$ cat src/rtl/nibble_serial_add_ctrl.sv
// rtl/nibble_serial_add_ctrl.sv - nibble-serial wide adder sequencer (optional SERIAL_ADD_SUB_EN adds subtract mode)
module nibble_serial_add_ctrl #(
    parameter int NIBBLES = 4
) (
    input  logic                 clk,
    input  logic                 rst,
    input  logic                 start_valid,
    output logic                 start_ready,
    input  logic [4*NIBBLES-1:0] op_a,
    input  logic [4*NIBBLES-1:0] op_b,
    input  logic                 cin,
`ifdef SERIAL_ADD_SUB_EN
    input  logic                 sub,
`endif
    output logic                 res_valid,
    input  logic                 res_ready,
    output logic [4*NIBBLES-1:0] sum,
    output logic                 cout,
    output logic                 busy
);

    localparam int W  = 4 * NIBBLES;
    localparam int IW = (NIBBLES > 1) ? $clog2(NIBBLES) : 1;

    typedef enum logic [1:0] {
        IDLE = 2'd0,
        RUN  = 2'd1,
        DONE = 2'd2
    } state_t;

    state_t         state;
    state_t         state_nxt;
    logic [W-1:0]   a_q;
    logic [W-1:0]   b_q;
    logic [W-1:0]   sum_q;
    logic           carry_q;
    logic           cout_q;
    logic [IW-1:0]  idx_q;
    logic [3:0]     a_nib;
    logic [3:0]     b_nib;
    logic [4:0]     slice;
    logic           last;
    logic           accept;
    logic [W-1:0]   b_in;
    logic           carry_in;

    // Subtract is a + ~b + 1, so B is stored pre-inverted and the seed carry forced high.
`ifdef SERIAL_ADD_SUB_EN
    assign b_in     = sub ? ~op_b : op_b;
    assign carry_in = sub ? 1'b1 : cin;
`else
    assign b_in     = op_b;
    assign carry_in = cin;
`endif

    // The single shared 4-bit slice works on the nibble selected by idx_q.
    assign a_nib  = a_q[{idx_q, 2'b00} +: 4];
    assign b_nib  = b_q[{idx_q, 2'b00} +: 4];
    assign slice  = {1'b0, a_nib} + {1'b0, b_nib} + {4'b0000, carry_q};
    assign last   = (idx_q == IW'(NIBBLES - 1));
    assign accept = start_valid && (state == IDLE);

    assign sum  = sum_q;
    assign cout = cout_q;

    // State register.
    always_ff @(posedge clk) begin
        if (rst) begin
            state <= IDLE;
        end else begin
            state <= state_nxt;
        end
    end

    // Next-state and handshake outputs.
    always_comb begin
        state_nxt   = state;
        start_ready = 1'b0;
        res_valid   = 1'b0;
        busy        = 1'b0;
        case (state)
            IDLE: begin
                start_ready = 1'b1;
                if (start_valid) state_nxt = RUN;
            end
            RUN: begin
                busy = 1'b1;
                if (last) state_nxt = DONE;
            end
            DONE: begin
                busy      = 1'b1;
                res_valid = 1'b1;
                if (res_ready) state_nxt = IDLE;
            end
            default: state_nxt = IDLE;
        endcase
    end

    // Operand latch, carry chain and nibble-by-nibble result assembly.
    always_ff @(posedge clk) begin
        if (rst) begin
            a_q     <= '0;
            b_q     <= '0;
            sum_q   <= '0;
            carry_q <= 1'b0;
            cout_q  <= 1'b0;
            idx_q   <= '0;
        end else if (accept) begin
            a_q     <= op_a;
            b_q     <= b_in;
            carry_q <= carry_in;
            idx_q   <= '0;
        end else if (state == RUN) begin
            sum_q[{idx_q, 2'b00} +: 4] <= slice[3:0];
            carry_q                    <= slice[4];
            if (last) begin
                cout_q <= slice[4];
                idx_q  <= '0;
            end else begin
                idx_q  <= idx_q + 1'b1;
            end
        end
    end

endmodule

$ cat config.mk
export PLATFORM = sky130hd
export DESIGN_NAME = nibble_serial_add_ctrl
export DESIGN_NICKNAME = d
export VERILOG_FILES = /design/src/rtl/nibble_serial_add_ctrl.sv
export SDC_FILE = /design/constraint.sdc
export NUM_CORES = 1
export LEC_CHECK = 0
export ABC_AREA = 1
export CAP_MARGIN = 20
export CORE_MARGIN = 5
export CORE_UTILIZATION = 45
export CTS_CLUSTER_SIZE = 40
export DETAILED_ROUTE_END_ITERATION = 6
export MAX_ROUTING_LAYER = met4
export PLACE_DENSITY = 0.73
export RECOVER_POWER = 50
export SLEW_MARGIN = 20
export SYNTH_ARGS = -nofsm -noshare
export SYNTH_HDL_FRONTEND = slang
export SYNTH_SLANG_ARGS = --single-unit
$ cat constraint.sdc
create_clock -name clk -period 4.1 [get_ports clk]
set_clock_uncertainty 0.15 [all_clocks]
set_input_delay 1.025 -clock clk [delete_from_list [all_inputs] [get_ports clk]]
set_output_delay 1.025 -clock clk [all_outputs]
set_load 0.05 [all_outputs]
# ---- Yosys cells after proc, flatten, opt, wreduce, memory -nomap -nowiden
# Index checks and enable logic that the tools add are counted.
dict set report totals {
  regBits 54
  inputBits 37
  out_inout_bits 20
  wordCells 41
}
dict set report classes {
  addsub 4
  n_eq_ne 6
  shift 4
  muxes 11
  bitwise 1
  n_reduce_logical 8
}
# operator n
set ops {}
lappend ops {{$shiftx A16 B5 Y4} 2}
lappend ops {{$bwmux W16} 1}
lappend ops {{$shift A4 B6 Y16 const A} 1}
lappend ops {{$shiftx A4 B6 Y16} 1}
lappend ops {{$mux W2} 4}
lappend ops {{$ne A2 B2 Y1 const B} 3}
lappend ops {{$neg A4 Y6} 1}
lappend ops {{$pmux W2 S3} 1}
lappend ops {{$reduce_and A3 Y1} 2}
lappend ops {{$add A4 B4 Y5} 1}
lappend ops {{$add A5 B1 Y5} 1}
lappend ops {{$mux W1} 5}
lappend ops {{$eq A2 B2 Y1 const B} 2}
lappend ops {{$reduce_or A2 Y1} 2}
lappend ops {{$add A2 B1 Y2 const B} 1}
lappend ops {{$eq A2 B1 Y1 const B} 1}
lappend ops {{$logic_not A2 Y1} 1}
lappend ops {{$reduce_and A2 Y1} 1}
lappend ops {{$reduce_bool A2 Y1} 1}
lappend ops {{$logic_and A1 B1 Y1} 1}
lappend ops {{$not A1 Y1} 1}

# ---- Longest topological paths before layout
# Gate-level depths: netlist (run 1).
dict set report logic_depth {
  depth_word 5
  mapped_depth 11
  depth_no_buf 10
}

# ---- Worst setup path before layout (run 1)
# Ideal clock, no wire load.
dict set report synth_path {
  path_type {flip-flop to flip-flop}
  startpoint {register idx_q[1]}
  endpoint {register sum_q[14] (netlist: sum[14])}
  t_arrival_ns 2.282
  slack_ns 1.601
  path_stages_with_launch 12
  path_buffers 1
  path_cell_list {dfxtp_1 clkbuf_1 inv_1 o21ai_0 o22ai_1 fa_1 fa_1 xor2_1 nand2_1 nor2_2 nand2_1 a21oi_2}
}
dict set report synth_via {
  elab_chain_cells 5
}
# element line_no
set synth_lines {}
lappend synth_lines {{from (decl)} 38} ;# logic [IW-1:0] idx_q;
lappend synth_lines {{from (signal assigned)} 120} ;# idx_q <= idx_q + 1'b1;
lappend synth_lines {{$shiftx A16 B5 Y4 (on tied branches)} {57, 58}}
lappend synth_lines {{$add A4 B4 Y5} 59} ;# assign slice = {1'b0, a_nib} + {1'b0, b_nib} + {4'b0000, carry_q};
lappend synth_lines {{$add A5 B1 Y5} 59}
lappend synth_lines {{$shiftx A4 B6 Y16} 114} ;# sum_q[{idx_q, 2'b00} +: 4] <= slice[3:0];
lappend synth_lines {{$bwmux W16 (*)} 114}
lappend synth_lines {{to (signal, indexed assignment)} 114}
lappend synth_lines {{to (decl)} 35} ;# logic [W-1:0] sum_q;
# Every way passes the cells marked *; elsewhere a longest branch is shown, timed or not.
# A chain may end at the register's enable or synchronous reset.

# ---- Final worst setup path (run 1)
dict set report layout_path {
  startpoint {register state[0]}
  endpoint {output port busy}
}
dict set report layout_via {
  elab_chain_cells 3
}
# element line_no
set layout_lines {}
lappend layout_lines {{from (decl)} 31} ;# state_t state;
lappend layout_lines {{from (signal assigned)} 71} ;# state <= state_nxt;
lappend layout_lines {{$eq A2 B1 Y1 or $eq A2 B2 Y1 (tied branches)} 81} ;# case (state)
lappend layout_lines {{$reduce_or A2 Y1 (no line) (*)} n/a}
lappend layout_lines {{$mux W1 (*)} 81}
lappend layout_lines {{to (decl)} 19} ;# output logic busy
# Marked as above.

==> flow_summary.ini, run 1 <==
[synth]
synth_top_family_by_area = simple AND/OR/NAND/NOR gates
ys_seq_area_frac = 0.436
ys_types = 30
synth_simple_gate_area_frac = 0.234
yosys.area_share.adder = 0.0767
yosysWarnings = 0
synth.net_count = 374
avgSynthCellArea_sq_um = 7.68
synth_area_leaders = dfxtp_1, nor2_1, o21ai_0
ys_ff_latch = 54
syn_inst = 323
yosys-mux-area-fraction = 0
yosysTopAreaCell = dfxtp_1
synth-async-reset-ratio = 0
syn_area_sq_um = 2480
synth_edf_count = 0
synth_xor_area_frac = 0.00353
yosys.area.top_type_share = 0.436
synth_compound_area_frac = 0.194
yosys_most_used_dff = dfxtp_1

[global_route]
grt_first_pass_wirelength_microns = 9400
grt_max_degree = 38
grt_antenna_before_repair = 0
grt_pass1_vias = 2094
grt_overflow = 0
track_usage = 0.166

[critical_path]
cp_data_arrival_time_ns = 1.79
critPathMaxFanout = 3
critical_path_class = flop to output pin
cp-start-kind = flop
end_kind = output pin
cp.required_ns = 2.92

[routing]
drt_first_pass_iters = 6
drt_iter0_drc = 81
wirelength_microns = 5410
drc = 0
wl_per_cell_microns = 12.2
antenna_left = 0
vias = 2215
viasPerCell = 4.99

[sta]
slew_violations = 0
setup_viol_count_final = 0
fin_crit_sh = 0.724
post-route-min-period_ns = 2.97
tns_ns = 0
rsz0062_at_grt = no
finalHoldViolCount = 0
slew_headroom = 0.370
timing.fmax_mhz = 337
worst_pin_slew_ns = 0.940

[cells_and_area]
drive_above_1_share = 0.0726
syn_to_final_growth_pct = 27.2
antennaDiodeCount = 0
fin_nets = 422
final_core_util = 0.580

[flow_run]
cap_violations = 0

[power]
leakagePower_nw = 1.23
peakVddDrop_mv = 0.275
p_per_area_nw_per_um2 = 612

[floorplanning]
die_h_microns = 84.2
die_w_microns = 84.2
pin_count = 57
core_area_sq_um = 5440
die_area_sq_um = 7100
row_count = 27
start_util = 0.456

[cts]
postCtsHoldBufs = 0
worstSkewPairLatency_ns = 0.31
clock_path_buffers = 2
postCtsResizedCells = 0
cts_tree = yes
post_cts_buffers = 0
path_clk_slew_ns = 0.09
cts_sinks = 54
cts-htree-levels = 2
root_buffer = clkbuf_8
cts_made_buffers = 5

[hold_path]
hp-class = flop to flop

[outcome]
outcome = finished, final reports clean

[placed_design]
portBuffers = 56
dp_hpwl_microns = 3980
gp_congestion = 0.859
[cell usage in the layout (no fill, tap or decap), types with 4 or more instances in the layout]
| cell type | instances |
|---|---|
| o21ai_0 | 49 |
| ha_1 | 12 |
| dfxtp_1 | 54 |
| dlygate4sd3_1 | 12 |
| clkdlybuf4s50_1 | 44 |
| clkbuf_8 | 6 |
| a21oi_1 | 17 |
| nand2_2 | 4 |
| o22ai_1 | 8 |
| inv_2 | 4 |
| nand2_1 | 30 |
| nor2_1 | 87 |
| inv_1 | 10 |
| a22oi_1 | 4 |
| nand3_1 | 5 |
[path summary, 6_finish.rpt]
path / start / to / slack (ns) / cells after the start
max: state[0]$_SDFFE_PP0P_ / busy / 1.13 / 3
min: sum[8]$_SDFFE_PP0P_ / sum[8]$_SDFFE_PP0P_ / 0.31 / 2
max reg2reg: idx_q[1]$_SDFFE_PP0P_ / sum[14]$_SDFFE_PP0P_ / 1.15 / 10
min reg2reg: sum[8]$_SDFFE_PP0P_ / sum[8]$_SDFFE_PP0P_ / 0.31 / 2
[metrics by stage]
step                      power [mW]  cells  instance area (sq um)  setup slack, ns  hold slack, ns
final                           1.93    444                   3160             1.13           0.314
after global routing            2.09    444                   3160            0.851           0.345
after detailed placement        1.66    436                   3070             1.08           0.305
after floorplan                 1.42    323                   2480             1.60           0.300
after global placement          1.64    436                   3070             1.13           0.301
after CTS                       1.96    444                   3160             1.12           0.318
[sequential cells by signal, indices dropped and copies added, names as in the netlist]
signal	count
a_q	16
b_q	16
sum	16
idx_q	2
state	2
carry_q	1
cout	1
[critical path, cell delays in order, from the launching register on]
cell and delay, ns:
dfxtp_1 0.34, inv_1 0.08, ha_1 0.28, clkdlybuf4s50_1 0.79
[metal layers]
| layer | track usage | vias up | part of all wire |
|---|---|---|---|
| met4 | 0.0482 | 0 | 0.012 |
| met1 | 0.196 | 1002 | 0.44 |
| met5 | - | - | 0 |
| met2 | 0.284 | 46 | 0.49 |
| li1 | - | 1160 | - |
| met3 | 0.0343 | 7 | 0.053 |
[layout make-up]
type                       instances  area [sq um]
sequential                        54          1080
tap                               72          90.1
timing repair buffer              58           576
inverter                          15          57.6
clock inverter                     1          5.00
multi-input combinational        237          1260
clock buffer                       7          86.3
fill                             529          2280
[cells in the mapped netlist (all sizes together) (2+ instances only)]
cell type / count
ha: 12
a21oi: 19
o22ai: 8
a22oi: 4
nand3: 5
fa: 2
inv: 14
nor2: 91
clkbuf: 7
o21ai: 52
buf: 10
nand4: 3
dfxtp: 54
nand2: 34
[cell families after synthesis]
kind of cell    after synthesis
flops                        54
xor+xnor                      1
simple gates                135
compound gates               87
fa+ha+maj                    14
buf+inv                      32
[power by group]
| group | switching [mW] | internal [mW] | total, mW |
|---|---|---|---|
| clock network | 0.166 | 0.137 | 0.303 |
| logic | 0.612 | 0.314 | 0.926 |
| registers | 0.0614 | 0.641 | 0.702 |
| total | 0.840 | 1.09 | 1.93 |
(Power assumes the default switching activity.)
==> run 2, diff against run 1 <==
==> constraint.sdc (replaced) <==
create_clock -name clk -period 2.85 [get_ports clk]
set_clock_uncertainty 0.15 [all_clocks]
set_input_delay 0.7125 -clock clk [delete_from_list [all_inputs] [get_ports clk]]
set_output_delay 0.7125 -clock clk [all_outputs]
set_load 0.05 [all_outputs]
==> run 2 against run 1 <==
- wire length rose by 0.70%
- worst setup slack lost 0.94 ns
- final cell count rose by 1.1%
==> flow_summary.ini, run 2 (same netlist as run 1, synthesis figures left out) <==
[global_route]
grt_first_pass_wirelength_microns = 9330
grt_pass1_vias = 2073
track_usage = 0.164
grt_overflow = 0
grt_max_degree = 38
grt_antenna_before_repair = 0

[cells_and_area]
final_cell_area_sq_um = 3210
fin_nets = 427
layout_common_cells = nor2_1, clkdlybuf4s50_1, dfxtp_1
final_common_cell = nor2_1
syn_to_final_growth_pct = 29.5
nFillCells = 500
drive_above_1_share = 0.0875
final_core_util = 0.590
antennaDiodeCount = 0
layout.cells.non_filler = 449

[critical_path]
cp-startpoint = state[0]$_SDFFE_PP0P_
r2r_start = idx_q[0]$_SDFFE_PP0P_
cp-start-kind = flop
cp.required_ns = 1.99
critical_path_class = flop to output pin
ff2ff_path_depth = 10
end_kind = output pin
endpoint = busy
critPathMaxFanout = 3
r2r_end = sum[14]$_SDFFE_PP0P_
rrSetupSlack_ns = 0.26
cp_data_arrival_time_ns = 1.79

[cts]
postCtsHoldBufs = 0
clock_path_buffers = 2
worstSkewPairLatency_ns = 0.31
root_buffer = clkbuf_8
post_cts_buffers = 0
cts_tree = yes
path_clk_slew_ns = 0.09
postCtsResizedCells = 0
cts-htree-levels = 2
cts_made_buffers = 5
cts_sinks = 54

[sta]
worst_pin_slew_ns = 0.902
fin_hold_ws_ns = 0.318
timing.fmax_mhz = 377
slew_headroom = 0.395
post-route-min-period_ns = 2.65
fin_crit_sh = 0.931
setup_viol_count_final = 0
tns_ns = 0
rsz0062_at_grt = no
worst_slack_ns = 0.197
finalHoldViolCount = 0
slew_violations = 0

[floorplanning]
row_count = 27
start_util = 0.456
die_area_sq_um = 7100
die_w_microns = 84.2
die_h_microns = 84.2
core_area_sq_um = 5440
pin_count = 57

[power]
clkPwrFrac = 0.175
pwr-share-seq = 0.354
power.total_mw = 2.87
p_int_mw = 1.66
peakVddDrop_mv = 0.435
switching_power_mw = 1.21
pwr-share-comb = 0.471
leakagePower_nw = 1.23
switching_share = 0.422
p_per_area_nw_per_um2 = 895

[placed_design]
post-place-cells = 441
gp_congestion = 0.892
portBuffers = 56
pre_cts_ws_ns = 0.280
dp_hpwl_microns = 4170
placed_cell_area_sq_um = 3110

[routing]
drt_first_pass_iters = 4
antenna_left = 0
drc = 0
wl_per_cell_microns = 12.1
viasPerCell = 4.91
vias = 2206
drt_iter0_drc = 107
wirelength_microns = 5450

[flow_run]
cap_violations = 0

[hold_path]
hp-class = flop to flop

[outcome]
outcome = finished, final reports clean
[run 2: changes by cell type in the layout (fill, tap and decap cells not counted)]
cell | before | now
o21ai_1 | 3 | 0
dlygate4sd3_1 | 12 | 1
clkdlybuf4s50_1 | 44 | 55
clkbuf_8 | 6 | 5
clkinv_2 | 1 | 2
clkbuf_1 | 1 | 0
buf_4 | 2 | 7
o21ai_0 | 49 | 52
bufinv_16 | 0 | 1
[run 2: cell type report]
cell class                 count  area (sq um)  area share
timing repair buffer          63           613       0.191
clock buffer                   5          68.8      0.0214
sequential                    54          1080       0.337
tap                           72          90.1      0.0281
inverter                      15          57.6      0.0179
clock inverter                 3          40.0      0.0125
multi-input combinational    237          1260       0.392
[run 2: how the worst min path moves through the flow]
| stage | start | endpoint | cells past startpoint |
|---|---|---|---|
| 6_report | sum[7]$_SDFFE_PP0P_ | sum[7]$_SDFFE_PP0P_ | 2 |
| 4_1_cts | sum[0]$_SDFFE_PP0P_ | sum[0]$_SDFFE_PP0P_ | 2 |
| 2_1_floorplan | a_q[11]$_SDFFE_PP0P_ | a_q[11]$_SDFFE_PP0P_ | 2 |
| 3_3_place_gp | sum[7]$_SDFFE_PP0P_ | sum[7]$_SDFFE_PP0P_ | 2 |
| 5_1_grt | sum[9]$_SDFFE_PP0P_ | sum[9]$_SDFFE_PP0P_ | 2 |
| 3_5_place_dp | sum[0]$_SDFFE_PP0P_ | sum[0]$_SDFFE_PP0P_ | 2 |
[run 2: power by group through the flow]
stage / clock network (mW) / logic (mW) / registers [mW]
after detailed placement: 0 / 1.37 / 1.04
after global routing: 0.543 / 1.53 / 1.04
after CTS: 0.511 / 1.37 / 1.02
after floorplan: 0 / 0.962 / 1.07
after global placement: 0 / 1.34 / 1.04
final: 0.502 / 1.35 / 1.02
[run 2: worst max-delay path: stages (launching register included)]
cell and delay [ns]:
dfxtp_1 0.34, inv_1 0.07, ha_1 0.28, clkdlybuf4s50_1 0.79
[run 2: layer usage]
| metal | global-route usage | wire length [microns] |
|---|---|---|
| met5 | - | 0 |
| met4 | 0.0453 | 53 |
| met3 | 0.0422 | 292 |
| met2 | 0.269 | 2620 |
| met1 | 0.201 | 2480 |
==> run 3, diff against run 2 <==
--- a/config.mk
+++ b/config.mk
@@ -7,14 +7,12 @@
 export LEC_CHECK = 0
 export ABC_AREA = 1
 export CAP_MARGIN = 20
-export CORE_MARGIN = 5
-export CORE_UTILIZATION = 45
+export CORE_UTILIZATION = 40
 export CTS_CLUSTER_SIZE = 40
 export DETAILED_ROUTE_END_ITERATION = 6
 export MAX_ROUTING_LAYER = met4
-export PLACE_DENSITY = 0.73
+export PLACE_DENSITY = 0.66
 export RECOVER_POWER = 50
-export SLEW_MARGIN = 20
 export SYNTH_ARGS = -nofsm -noshare
 export SYNTH_HDL_FRONTEND = slang
 export SYNTH_SLANG_ARGS = --single-unit
==> run 3 against run 2 <==
- first-iteration DRC count decreased by 23%
- flip-flop and latch count stayed put
- worst setup slack got worse by 0.023 ns
- sequential share of layout area about the same
- utilization down 5.1 points
- count of clock-buffer cells in the layout unchanged
- highest routed layer unchanged
- critical path depth grew 7
- wire length down 0.13%
==> flow_summary.ini, run 3 (same netlist as run 1, synthesis figures left out) <==
[sta]
fin_crit_sh = 0.939
rsz0062_at_grt = no
slew_headroom = 0.299
post-route-min-period_ns = 2.68
slew_violations = 0
tns_ns = 0
timing.fmax_mhz = 374
worst_slack_ns = 0.174
finalHoldViolCount = 0
worst_pin_slew_ns = 1.05
setup_viol_count_final = 0

[hold_path]
hp-class = flop to flop
holdPathStages = 2

[power]
peakVddDrop_mv = 0.443
p_per_area_nw_per_um2 = 895
leakagePower_nw = 1.23

[cts]
cts-htree-levels = 2
clock_path_buffers = 2
cts_sinks = 54
post_cts_buffers = 0
cts_tree = yes
root_buffer = clkbuf_8
path_clk_slew_ns = 0.10
postCtsResizedCells = 0
cts_made_buffers = 5
worstSkewPairLatency_ns = 0.31
postCtsHoldBufs = 0

[routing]
drt_first_pass_iters = 4
wirelength_microns = 5440
vias = 2232
wl_per_cell_microns = 12.0
drc = 0
antenna_left = 0
viasPerCell = 4.94
drt_iter0_drc = 82

[global_route]
grt_pass1_vias = 2036
grt_overflow = 0
grt_antenna_before_repair = 0
grt_max_degree = 38
grt_first_pass_wirelength_microns = 9300
track_usage = 0.190

[critical_path]
rrSetupSlack_ns = 0.17
end_kind = flop
cp-startpoint = idx_q[0]$_SDFFE_PP0P_
cp.required_ns = 2.95
r2r_start = idx_q[0]$_SDFFE_PP0P_
critPathMaxFanout = 13
endpoint = sum[14]$_SDFFE_PP0P_
cp_data_arrival_time_ns = 2.78
critical_path_class = flop to flop
cp-start-kind = flop
max_stage_delay_ns = 0.44
crit_slowest_cell = fa_1
cpLargestDelayFamily = adder cells
r2r_end = sum[14]$_SDFFE_PP0P_
path_cells = inv_2 -> o21ai_0 -> o22ai_1 -> fa_1 -> fa_1 -> xor2_1 -> nand2_1 -> nor2_2 -> nand2_1 -> a21oi_2
path_depth = 10
ff2ff_path_depth = 10
path_buf_inv = 1

[floorplanning]
row_count = 28
die_h_microns = 80.7
die_w_microns = 80.7
start_util = 0.416
die_area_sq_um = 6520
pin_count = 57
core_area_sq_um = 5960

[placed_design]
gp_congestion = 0.826
placed_cell_area_sq_um = 3110
portBuffers = 56
post-place-cells = 444
pre_cts_ws_ns = 0.274
dp_hpwl_microns = 4040

[flow_run]
cap_violations = 0

[cells_and_area]
layout_common_cells = nor2_1, clkdlybuf4s50_1, dfxtp_1
final-seq-area_sq_um = 1080
final_cell_area_sq_um = 3210
drive_above_1_share = 0.0769
antennaDiodeCount = 0
multi_input_area_sq_um = 1250
nFillCells = 585
final_common_cell = nor2_1
final_core_util = 0.539
syn_to_final_growth_pct = 29.6
layout.cells.non_filler = 452
fin_nets = 427

[outcome]
outcome = finished, final reports clean
run 3: report_power, final:
group          total, mW  internal [mW]  switching (mW)  leakage [nW]
combinational       1.33          0.468           0.865         0.726
sequential          1.02          0.922          0.0961         0.443
clock              0.526          0.267           0.260        0.0587
total               2.88           1.66            1.22          1.23
run 3: layout make-up:
class | instances | share of cell area
Multi-Input combinational cell | 237 | 0.389
Sequential cell | 54 | 0.336
Timing Repair Buffer | 63 | 0.190
Tap cell | 75 | 0.0292
Clock buffer | 5 | 0.0214
Inverter | 15 | 0.0191
Clock inverter | 3 | 0.0148
run 3: through the flow:
step | total power [mW] | hold WS (ns)
2_1_floorplan | 2.04 | 0.300
3_3_place_gp | 2.37 | 0.307
3_5_place_dp | 2.39 | 0.308
4_1_cts | 2.92 | 0.323
5_1_grt | 3.12 | 0.343
6_report | 2.88 | 0.323
run 3: routing by layer:
layer  track usage  vias up  wire length (microns)
met1         0.221     1007                   2510
met5             -        -                      0
met2         0.330       39                   2690
met4        0.0625        0                     68
met3        0.0348        8                    175
li1              -     1178                      -
run 3: how the worst min path moves through the flow:
stage / startpoint / to / slack (ns)
2_1_floorplan: a_q[11]$_SDFFE_PP0P_ / a_q[11]$_SDFFE_PP0P_ / 0.30
3_3_place_gp: sum[1]$_SDFFE_PP0P_ / sum[1]$_SDFFE_PP0P_ / 0.31
3_5_place_dp: sum[9]$_SDFFE_PP0P_ / sum[9]$_SDFFE_PP0P_ / 0.31
4_1_cts: sum[2]$_SDFFE_PP0P_ / sum[2]$_SDFFE_PP0P_ / 0.32
5_1_grt: sum[9]$_SDFFE_PP0P_ / sum[9]$_SDFFE_PP0P_ / 0.34
6_report: sum[9]$_SDFFE_PP0P_ / sum[9]$_SDFFE_PP0P_ / 0.32
run 3: worst min-delay path, cell delays in order (launching register included):
cell and delay (ns):
dfxtp_1 0.32, nand2_1 0.06, a21oi_1 0.05
